==> config.mk <==
export PLATFORM = sky130hd
export DESIGN_NAME = flex_crc_so
export DESIGN_NICKNAME = d
export VERILOG_FILES = /design/src/rtl/flex_crc_so.sv
export SDC_FILE = /design/constraint.sdc
export NUM_CORES = 1
export LEC_CHECK = 0
export CORE_UTILIZATION = 51
export CTS_CLUSTER_DIAMETER = 120
export DETAILED_ROUTE_END_ITERATION = 16
export PLACE_DENSITY = 0.81
export SLEW_MARGIN = 20
export SYNTH_ARGS = -nofsm -noshare
export SYNTH_HDL_FRONTEND = slang
export SYNTH_SLANG_ARGS = --single-unit
==> constraint.sdc <==
create_clock -name clk -period 1.45 [get_ports clk]
set_input_delay 0.435 -clock clk [delete_from_list [all_inputs] [get_ports clk]]
set_output_delay 0.435 -clock clk [all_outputs]
set_load 0.01 [all_outputs]
==> src/rtl/flex_crc_so.sv <==
// flex_crc_so: serial CRC generator and serializer for the transmit path.
// Folds one payload bit per shift_enable cycle into a CRC_WIDTH-bit remainder,
// then shifts out the complemented remainder MSB first on crc_send.
// Optional feature macro: CRC_STALL_EN adds a tx_stall input that freezes the
// serializer so the bit-stuffer can insert a stuff bit.
// CRC_WIDTH must be in the range 2..16 (POLY and INIT are 16-bit values).
module flex_crc_so #(
  parameter int          CRC_WIDTH = 16,
  parameter logic [15:0] POLY      = 16'h8005,
  parameter logic [15:0] INIT      = 16'hFFFF
) (
  input  logic clk,
  input  logic n_rst,
  input  logic clear,
  input  logic shift_enable,
  input  logic data_in,
  input  logic crc_send,
`ifdef CRC_STALL_EN
  input  logic tx_stall,
`endif
  output logic crc_out,
  output logic crc_active,
  output logic crc_done,
  output logic crc_busy
);

  localparam int CNT_W = (CRC_WIDTH > 2) ? $clog2(CRC_WIDTH) : 1;
  localparam logic [CNT_W-1:0]     CNT_LAST = CNT_W'(CRC_WIDTH - 1);
  localparam logic [CRC_WIDTH-1:0] POLY_W   = POLY[CRC_WIDTH-1:0];
  localparam logic [CRC_WIDTH-1:0] INIT_W   = INIT[CRC_WIDTH-1:0];

  localparam logic [1:0] ST_IDLE  = 2'd0;
  localparam logic [1:0] ST_ACCUM = 2'd1;
  localparam logic [1:0] ST_SEND  = 2'd2;
  localparam logic [1:0] ST_DONE  = 2'd3;

  logic [1:0]           state;
  logic [CRC_WIDTH-1:0] crc_r;
  logic [CNT_W-1:0]     bit_cnt;
  logic [CRC_WIDTH-1:0] fold_r;
  logic [CRC_WIDTH-1:0] acc_r;
  logic [CRC_WIDTH-1:0] shl_r;
  logic                 stall;

  // One LFSR step of the serial CRC: feedback is the incoming bit XOR the MSB.
  function automatic logic [CRC_WIDTH-1:0] crc_fold(input logic [CRC_WIDTH-1:0] r,
                                                    input logic                 b);
    logic fb;
    fb = b ^ r[CRC_WIDTH-1];
    return {r[CRC_WIDTH-2:0], 1'b0} ^ (fb ? POLY_W : '0);
  endfunction

`ifdef CRC_STALL_EN
  assign stall = tx_stall;
`else
  assign stall = 1'b0;
`endif

  // Candidate remainders: folded by the current bit, and shifted for serializing.
  always_comb begin
    fold_r = crc_fold(crc_r, data_in);
    acc_r  = shift_enable ? fold_r : crc_r;
    shl_r  = {crc_r[CRC_WIDTH-2:0], 1'b0};
  end

  // Control FSM, remainder and registered serial outputs.
  always_ff @(posedge clk or negedge n_rst) begin
    if (!n_rst) begin
      state      <= ST_IDLE;
      crc_r      <= INIT_W;
      bit_cnt    <= '0;
      crc_out    <= 1'b1;
      crc_active <= 1'b0;
      crc_done   <= 1'b0;
      crc_busy   <= 1'b0;
    end else if (clear) begin
      state      <= ST_IDLE;
      crc_r      <= INIT_W;
      bit_cnt    <= '0;
      crc_out    <= 1'b1;
      crc_active <= 1'b0;
      crc_done   <= 1'b0;
      crc_busy   <= 1'b0;
    end else begin
      case (state)
        ST_IDLE, ST_ACCUM: begin
          if (crc_send) begin
            // A bit arriving together with the request is folded before sending.
            state      <= ST_SEND;
            crc_r      <= acc_r;
            bit_cnt    <= '0;
            crc_out    <= ~acc_r[CRC_WIDTH-1];
            crc_active <= 1'b1;
            crc_busy   <= 1'b1;
          end else if (shift_enable) begin
            state <= ST_ACCUM;
            crc_r <= fold_r;
          end
        end
        ST_SEND: begin
          if (!stall) begin
            if (bit_cnt == CNT_LAST) begin
              state      <= ST_DONE;
              crc_r      <= INIT_W;
              bit_cnt    <= '0;
              crc_out    <= 1'b1;
              crc_active <= 1'b0;
              crc_busy   <= 1'b0;
              crc_done   <= 1'b1;
            end else begin
              bit_cnt <= bit_cnt + 1'b1;
              crc_r   <= shl_r;
              crc_out <= ~shl_r[CRC_WIDTH-1];
            end
          end
        end
        ST_DONE: begin
          state    <= ST_IDLE;
          crc_done <= 1'b0;
        end
        default: begin
          state <= ST_IDLE;
        end
      endcase
    end
  end

endmodule

# [Word-level counts from Yosys, hierarchy flattened]
# Cells that the tools add are included.
[totals] ff_bits=25 latchBits=0 ramBits=0 mem_bits_ro=0 memories=0
[op_classes] addsub=1 n_mul=0 n_div=0 magnitude_cmp=0 n_eq_ne=8 n_shift=0 muxes=25 bitwise=4 n_reduce_logical=9
[op_table] cell="two-way mux 16 bit" n=4
[op_table] cell="one-hot mux 16 bit (2 select lines)" n=1
[op_table] cell="bitwise XOR 16 bit" n=1
[op_table] cell="two-way mux 4 bit" n=3
[op_table] cell="!= test 3 bit, second input constant" n=3
[op_table] cell="two-way mux 1 bit" n=8
[op_table] cell="two-way mux 2 bit" n=4
[op_table] cell="one-hot mux 4 bit (2 select lines)" n=1
[op_table] cell="AND reduction 2 bit" n=4
[op_table] cell="one-hot mux 1 bit (2 select lines)" n=3
[op_table] cell="one-hot mux 2 bit (3 select lines)" n=1
[op_table] cell="nonzero test 3 bit" n=2
[op_table] cell="adder 4 x 1 -> 4 bit, second input constant" n=1
[op_table] cell="== test 2 bit, second input constant" n=2
[op_table] cell="== test 4 bit, second input constant" n=1
[op_table] cell="!= test 4 bit, second input constant" n=1
[op_table] cell="AND reduction 3 bit" n=1
[op_table] cell="== test 2 x 1 -> 1 bit, second input constant" n=1
[op_table] cell="zero test 2 bit" n=1
[op_table] cell="inverter 1 bit" n=2
[op_table] cell="OR reduction 2 bit" n=1
[op_table] cell="bitwise XOR 1 bit" n=1

# [Depth between registers and ports, before layout]
# Gate-level depths: netlist of the first run.
[depth] word_depth=8 ltp_mapped=8 ltp_nobuf=5

# [Least setup slack after synthesis of the first run]
# No wires, ideal clock.
[synth_timing] path_type="reg-to-reg" start="register bit_cnt[0]" end="register crc_r[10]" setup_ps=80 arrival_ps=1378 required_time_ps=1370 path_slack_ps=-9 stages_incl_launch_ff=8 period_less_slack_ps=1459 cell_sequence="dfrtp_1 ha_1 and3_1 a21o_1 buf_6 buf_6 a21oi_1 a21oi_1"
[synth_via] elab_chain_cells=4
[synth_rtl] element="start: declaration" line_no="39" text="logic [CNT_W-1:0] bit_cnt;"
[synth_rtl] element="start signal: assignment" line_no="111" text="bit_cnt <= bit_cnt + 1'b1;"
[synth_rtl] element="== test 4 bit" line_no="102" text="if (bit_cnt == CNT_LAST) begin"
[synth_rtl] element="two-way mux 16 bit" line_no="102"
[synth_rtl] element="one-hot mux 16 bit (2 select lines)" line_no="85" text="case (state)"
[synth_rtl] element="two-way mux 16 bit" line_no="76" text="end else if (clear) begin"
[synth_rtl] element="end signal: assignment" line_no="90" text="crc_r <= acc_r;"
[synth_rtl] element="end signal: assignment" line_no="97" text="crc_r <= fold_r;"
[synth_rtl] element="end signal: assignment" line_no="112" text="crc_r <= shl_r;"
[synth_rtl] element="end: declaration" line_no="38" text="logic [CRC_WIDTH-1:0] crc_r;"
# Every way passes these cells.
# A chain may end at the register's enable or synchronous reset.

# [Worst setup path after layout of the first run]
[layout_timing] start="input port data_in" end="register crc_out"
[layout_via] elab_chain_cells=8
[layout_rtl] element="start: declaration" line_no="16" text="input logic data_in,"
[layout_rtl] element="bitwise XOR 1 bit" line_no="49" text="fb = b ^ r[CRC_WIDTH-1];"
[layout_rtl] element="two-way mux 16 bit" line_no="50" text="return {r[CRC_WIDTH-2:0], 1'b0} ^ (fb ? POLY_W : '0);"
[layout_rtl] element="bitwise XOR 16 bit" line_no="50"
[layout_rtl] element="two-way mux 16 bit"
[layout_rtl] element="inverter 1 bit" line_no="92" text="crc_out <= ~acc_r[CRC_WIDTH-1];"
[layout_rtl] element="two-way mux 1 bit" line_no="87" text="if (crc_send) begin"
[layout_rtl] element="one-hot mux 1 bit (2 select lines)" line_no="85"
[layout_rtl] element="two-way mux 1 bit" line_no="76"
[layout_rtl] element="end signal: assignment" line_no="92"
[layout_rtl] element="end signal: assignment" line_no="113" text="crc_out <= ~shl_r[CRC_WIDTH-1];"
[layout_rtl] element="end: declaration" line_no="21" text="output logic crc_out,"
# Every way passes these cells. The select of a mux whose other input is x is not followed.

==> results of run 1 <==
## area by class of cell
type                       instances  share of cell area, %
clock buffer                       3                   1.44
clock inverter                     1                  0.320
inverter                           3                  0.719
multi-input combinational         94                   36.1
sequential                        25                   41.4
tap                               28                   2.24
timing repair buffer              31                   17.8
## metal layers
layer | up-vias | part of all wire, % | global-route usage (%)
li1 | 509 | - | -
met1 | 466 | 43 | 24.0
met2 | 14 | 53 | 39.1
met3 | 3 | 3.6 | 6.14
met4 | 0 | 0.59 | 6.58
met5 | - | 0 | 0
## synthesized netlist by cell type, drive strengths merged
library cell	instances	share of area [%]
dfstp	17	35
nand3	1	0.39
xor2	3	2.0
a21oi	37	14
a21o	1	0.59
a32oi	1	0.68
nor2	29	8.7
buf	10	7.7
nor2b	2	1.6
inv	3	0.88
nand2b	2	1.2
a221o	1	0.78
a211o	1	1.4
a211oi	2	1.2
nand2	1	0.29
nor3b	1	0.59
a31oi	3	1.5
clkbuf	1	0.29
and3	1	0.49
nor3	3	1.2
ha	1	0.98
mux2i	2	1.6
a311oi	1	0.68
o21a	1	0.59
dfrtp	8	16
## placed cells by master (no fill, tap or decap), types with 2 or more instances in the layout
cell type / netlist / routed
sky130_fd_sc_hd__a21oi_1: 37 / 36
sky130_fd_sc_hd__a31oi_1: 3 / 3
sky130_fd_sc_hd__buf_12: 0 / 2
sky130_fd_sc_hd__buf_4: 2 / 19
sky130_fd_sc_hd__buf_6: 7 / 3
sky130_fd_sc_hd__clkbuf_2: 0 / 2
sky130_fd_sc_hd__clkbuf_4: 0 / 3
sky130_fd_sc_hd__clkdlybuf4s50_1: 0 / 4
sky130_fd_sc_hd__dfrtp_1: 8 / 7
sky130_fd_sc_hd__dfstp_2: 17 / 17
sky130_fd_sc_hd__inv_1: 3 / 3
sky130_fd_sc_hd__mux2i_1: 2 / 2
sky130_fd_sc_hd__nor2_1: 28 / 27
sky130_fd_sc_hd__nor3_1: 3 / 3
sky130_fd_sc_hd__xor2_1: 3 / 3
## power by group through the flow
stage | clock (mW) | sequential [mW] | combinational, mW
after CTS | 0.332 | 0.865 | 0.336
after floorplan | 0 | 0.868 | 0.224
after global routing | 0.361 | 0.877 | 0.397
final | 0.317 | 0.867 | 0.365
after detailed placement | 0 | 0.878 | 0.326
after global placement | 0 | 0.872 | 0.313
## repair_timing
action / in CTS / in global routing
setup buffers: 3 / 1
pin swaps: 1 / 5
endpoints found under the setup margin: 22 / 18
endpoints found under the hold margin: 0 / 0
gates cloned: 0 / 0
resized for setup: 17 / 11
## worst min path at each step
| stage | start | to | depth (start not counted) | slack [ns] |
|---|---|---|---|---|
| final | n_rst | bit_cnt[1] | 2 | 0.44 |
| after global routing | n_rst | bit_cnt[1] | 2 | 0.42 |
| after CTS | n_rst | crc_done | 2 | 0.44 |
| after detailed placement | crc_r[5] | crc_r[5] | 2 | 0.50 |
| after global placement | crc_r[5] | crc_r[5] | 2 | 0.49 |
| after floorplan | n_rst | bit_cnt[0] | 0 | 0.14 |
## flip-flops by register name (all words and copies together), names as in the netlist
signal and flops:
crc_done 1, state 2, crc_r 16, crc_busy 1, crc_out 1, bit_cnt 4
## cell families (layout without fill, tap and decap cells)
group	Yosys count	count (layout)	share of synthesized area (%)
adders and majority gates	1	1	0.975
buffers and inverters	14	38	8.88
muxes	2	2	1.56
xor gates and xnor gates	3	3	2.05
DFF	25	25	50.4
and+or+nand+nor	40	40	14.3
AOI/OAI and AO/OA	48	48	21.8
## metrics by stage
stage          utilization, %  setup TNS, ns
5_1_grt                  68.1         -0.199
2_1_floorplan               -              0
6_report                 68.1       -0.00694
4_1_cts                  66.5              0
3_5_place_dp             64.0          -6.16
3_3_place_gp             64.0          -5.75
==> results.ini, run 1 <==
[floorplan]
die_w_um = 52.1
dieHeight_um = 52.1
io_pins = 10
floorplan.die_area_mm2 = 0.00272
num_rows = 17
core_area_mm2 = 0.00230
initial_core_util_pct = 55.8

[routing]
avgViaCountPerCell = 5.36
drt_pass1_iterations = 4
route.vias.total = 992
wirelength_um = 2720
postRouteAntennaNets = 0
drt_first_iter_violations = 19
wl_per_cell_um = 14.7
drc = 0

[finish]
final_layout_size_suffix_gt1_share_pct = 37.6
area_of_the_multi_input_gates_um2 = 564
total_non_filler_cell_area_in_the_finished_layout_mm2 = 0.00157
final_net_count = 165
finish.cell_count_without_fillers = 185
n_fill_cell = 177
area_used_by_sequential_logic_in_the_layout_um2 = 648
diodes_inserted = 0
area_delta_synth_final_pct = 22.0

[power_and_ir_drop]
total_power_mw = 1.55
seq_power_share_pct = 56.0
power.density_mw_per_mm2 = 990
switching_portion_of_total_power_pct = 29.2
clock_share_of_power_pct = 20.5
max-vdd-ir-drop_v = 0.000721
p_int_mw = 1.10
netSwitchingPower_uw = 452
combPwrFrac_pct = 23.6
p_leak_nw = 0.667

[yosys]
mappedNetlistNets = 140
syn_area_per_cell_um2 = 9.64
yosysSeqAreaShare_pct = 50.4
syn-instance-count = 133
ys.warnings.count = 0
netlist-cell-type-count = 30
synth-seq-cells = 25
netlist_area_mm2 = 0.00128

[global_routing]
globalRouteTotalUtil_pct = 21.5
grt_start_max_net_pins = 31
vias_in_the_first_global_route = 953
grt_remaining_overflow = 0
grt_antenna_before_repair = 0
grt_first_pass_wirelength_um = 4160

[critical_path]
reg2regPathDepth = 6
cp.buffers_inverters = 1
timing.critical_path.slowest_cell_delay_ns = 0.46
worst_path_dominant_cell_family = compound AO/OA/AOI/OAI gates
worstPathArrival_ns = 1.73
critical_path_depth = 5
critPathCaptureType = register
crit-reg2reg-launch = bit_cnt[0]
crit_slowest_cell = sky130_fd_sc_hd__clkdlybuf4s50_1
worst_setup_sp_type = primary input
crit_path_end = crc_out
worst-endpoint-required_ns = 1.73
largest_fanout_of_any_net_on_the_critical_path = 2
critical_path.cell_chain = clkdlybuf4s50_1, xor2_1, a211oi_2, a31oi_1, a221o_1
worstSetupPathType = primary input to register
worst-r2r-setup-slack_ns = 0.01
critPathLaunch = data_in
worst_r2r_endpoint = crc_out

[placed_design]
detailedPlacementHpwl_um = 1750
gp_congestion = 0.817
placement.cell_area_mm2 = 0.00147
placement.setup.worst_slack_ns = -0.370
place.detailed.instances = 177
port_buffers = 9

[clocking]
worst_setup_hold_path_clk_slew_ns = 0.14
cts.path.max_buffers = 2
cts_buffer_count = 3
tritoncts_num_sinks = 25
clkLatencyLatePin_ns = 0.33
cts_tree = done
holdBufCountCts = 0
root_buffer = sky130_fd_sc_hd__clkbuf_4
h-tree-depth = 1

[timing]
grt_setup_unrepaired = yes
period_share_pct = 100
slew_viol_final = 0
period_minus_slack_ns = 1.46
hold_violations = 0
final.setup.worst_slack_ns = -0.00694
finalClockSkew_ns = 0.0139
worst_slew_pin_slew_ns = 0.303
whs_ns = 0.435
timing.max_slew.rel_slack_pct = 79.7
report.final.setup_viol = 1
fmax_ghz = 0.686

[outcome]
outcome = finished, violations left
violations = setup timing

[hold_path]
timing.hold.worst.class = primary input to asynchronous set/reset pin

[job]
cap_viol_max_count = 0

Note: power is estimated with default switching activity, not from simulation.
==> run 2, diff against run 1 <==
==> constraint.sdc (replaced) <==
create_clock -name clk -period 1.23 [get_ports clk]
set_input_delay 0.369 -clock clk [delete_from_list [all_inputs] [get_ports clk]]
set_output_delay 0.369 -clock clk [all_outputs]
set_load 0.01 [all_outputs]
==> results.ini, run 2 (synthesis results as in run 1) <==
[outcome]
outcome = finished, violations left
violations = setup timing

[clocking]
worst_setup_hold_path_clk_slew_ns = 0.14
tritoncts_num_sinks = 25
clkLatencyLatePin_ns = 0.32
cts.path.max_buffers = 2
h-tree-depth = 1
cts_tree = done
cts_buffer_count = 3
root_buffer = sky130_fd_sc_hd__clkbuf_4

[critical_path]
crit-reg2reg-launch = bit_cnt[1]
worst-endpoint-required_ns = 1.49
worstSetupPathType = register to register
largest_fanout_of_any_net_on_the_critical_path = 8
worst_setup_sp_type = register
critPathCaptureType = register
worstPathArrival_ns = 1.64
crit_path_end = crc_r[8]
worst-r2r-setup-slack_ns = -0.15
reg2regPathDepth = 6
worst_r2r_endpoint = crc_r[8]
critPathLaunch = bit_cnt[1]

[timing]
report.final.setup_viol = 25
final.setup.worst_slack_ns = -0.147
timing.max_slew.rel_slack_pct = 76.8
grt_setup_unrepaired = yes
period_minus_slack_ns = 1.38
period_share_pct = 112
fmax_ghz = 0.726
worst_slew_pin_slew_ns = 0.348
finalClockSkew_ns = 0.00553
slew_viol_final = 0
whs_ns = 0.382
hold_violations = 0

[finish]
largest_register_ff_count = 16
finish.cell_count_without_fillers = 199
final_layout_size_suffix_gt1_share_pct = 50.3
area_of_the_multi_input_gates_um2 = 652
n_fill_cell = 164
max_flop_register = crc_r
diodes_inserted = 0
final_common_cell = sky130_fd_sc_hd__buf_4
area_delta_synth_final_pct = 35.1
most-common-layout-cells = 30 x sky130_fd_sc_hd__buf_4, 28 x sky130_fd_sc_hd__nor2_1, 21 x sky130_fd_sc_hd__a21oi_1
final_net_count = 179
finalCoreUtilization_pct = 75.4
area_used_by_sequential_logic_in_the_layout_um2 = 648
layout_top_registers = crc_r x16, bit_cnt x4, state x2

[floorplan]
initial_core_util_pct = 55.8
floorplan.die_area_mm2 = 0.00272
dieHeight_um = 52.1
io_pins = 10
die_w_um = 52.1
num_rows = 17
core_area_mm2 = 0.00230

[routing]
postRouteAntennaNets = 0
drt_first_iter_violations = 16
wl_per_cell_um = 14.2
avgViaCountPerCell = 5.55
wirelength_um = 2830
route.vias.total = 1104
drc = 0
drt_pass1_iterations = 4

[job]
cap_viol_max_count = 0

[placed_design]
detailedPlacementHpwl_um = 1860
place.detailed.instances = 188
port_buffers = 9
gp_congestion = 0.780

[hold_path]
timing.hold.worst.class = primary input to asynchronous set/reset pin

[power_and_ir_drop]
p_leak_nw = 0.735
max-vdd-ir-drop_v = 0.000884
power.density_mw_per_mm2 = 1100

[global_routing]
grt_start_max_net_pins = 26
grt_remaining_overflow = 0
vias_in_the_first_global_route = 1029
grt_antenna_before_repair = 0
globalRouteTotalUtil_pct = 21.8
grt_first_pass_wirelength_um = 4330

## run 2: changes by cell type in the layout (fill, tap and decap cells not counted), moves of 2 or more
| cell | change |
|---|---|
| sky130_fd_sc_hd__buf_4 | +11 |
| sky130_fd_sc_hd__clkbuf_2 | -2 |
| sky130_fd_sc_hd__buf_2 | +3 |
| sky130_fd_sc_hd__a21oi_2 | +14 |
| sky130_fd_sc_hd__a21oi_1 | -15 |
## run 2: critical path: stages, from the launching register on
cell,delay [ns]
sky130_fd_sc_hd__dfrtp_1,0.41
sky130_fd_sc_hd__ha_2,0.19
sky130_fd_sc_hd__and3_4,0.16
sky130_fd_sc_hd__a21o_4,0.23
sky130_fd_sc_hd__buf_8,0.14
sky130_fd_sc_hd__a21oi_2,0.11
sky130_fd_sc_hd__a21oi_1,0.07
## run 2: where the power goes
part	switching [mW]	total, mW	internal, mW
registers	0.0661	1.03	0.966
logic	0.250	0.499	0.249
clock network	0.245	0.372	0.127
total	0.561	1.90	1.34
## run 2: area by class of cell
cell class | instances | share of cell area (%)
clock buffers | 4 | 1.52
inverters | 3 | 0.650
multi-input cells | 96 | 37.6
flip-flops and latches | 25 | 37.4
well taps | 28 | 2.02
repair buffers | 43 | 20.8
## run 2: repair_timing
action / CTS / global route
cloned: 1 / 1
hold buffers: 0 / 0
pin swaps: 8 / 6
endpoints found under the setup margin: 24 / 27
gates resized for setup: 27 / 11
setup buffers: 2 / 3
## run 2: stage by stage
stage	setup TNS (ns)	cell area, um2	total power [mW]	setup slack [ns]
finish	-2.57	1730	1.90	-0.147
detailed placement	-9.58	1580	1.47	-0.524
global placement	-9.02	1580	1.45	-0.448
floorplan	-2.30	1330	1.31	-0.151
global route	-4.09	1730	2.00	-0.207
CTS	-2.37	1660	1.87	-0.150
## run 2: worst min-delay path by stage
stage	from	end	slack, ns	depth (start not counted)
2_1_floorplan	n_rst	bit_cnt[0]	0.07	0
3_3_place_gp	crc_r[6]	crc_r[6]	0.49	2
3_5_place_dp	crc_r[13]	crc_r[13]	0.50	2
4_1_cts	n_rst	crc_done	0.38	2
5_1_grt	n_rst	crc_done	0.37	2
6_report	n_rst	state[0]	0.38	2
## run 2: layer usage
metal | vias up | track usage, % | share of wire (%)
met1 | 547 | 24.2 | 45
li1 | 541 | - | -
met5 | - | 0 | 0
met4 | 0 | 5.70 | 0.74
met3 | 2 | 3.51 | 2.1
met2 | 14 | 42.1 | 53
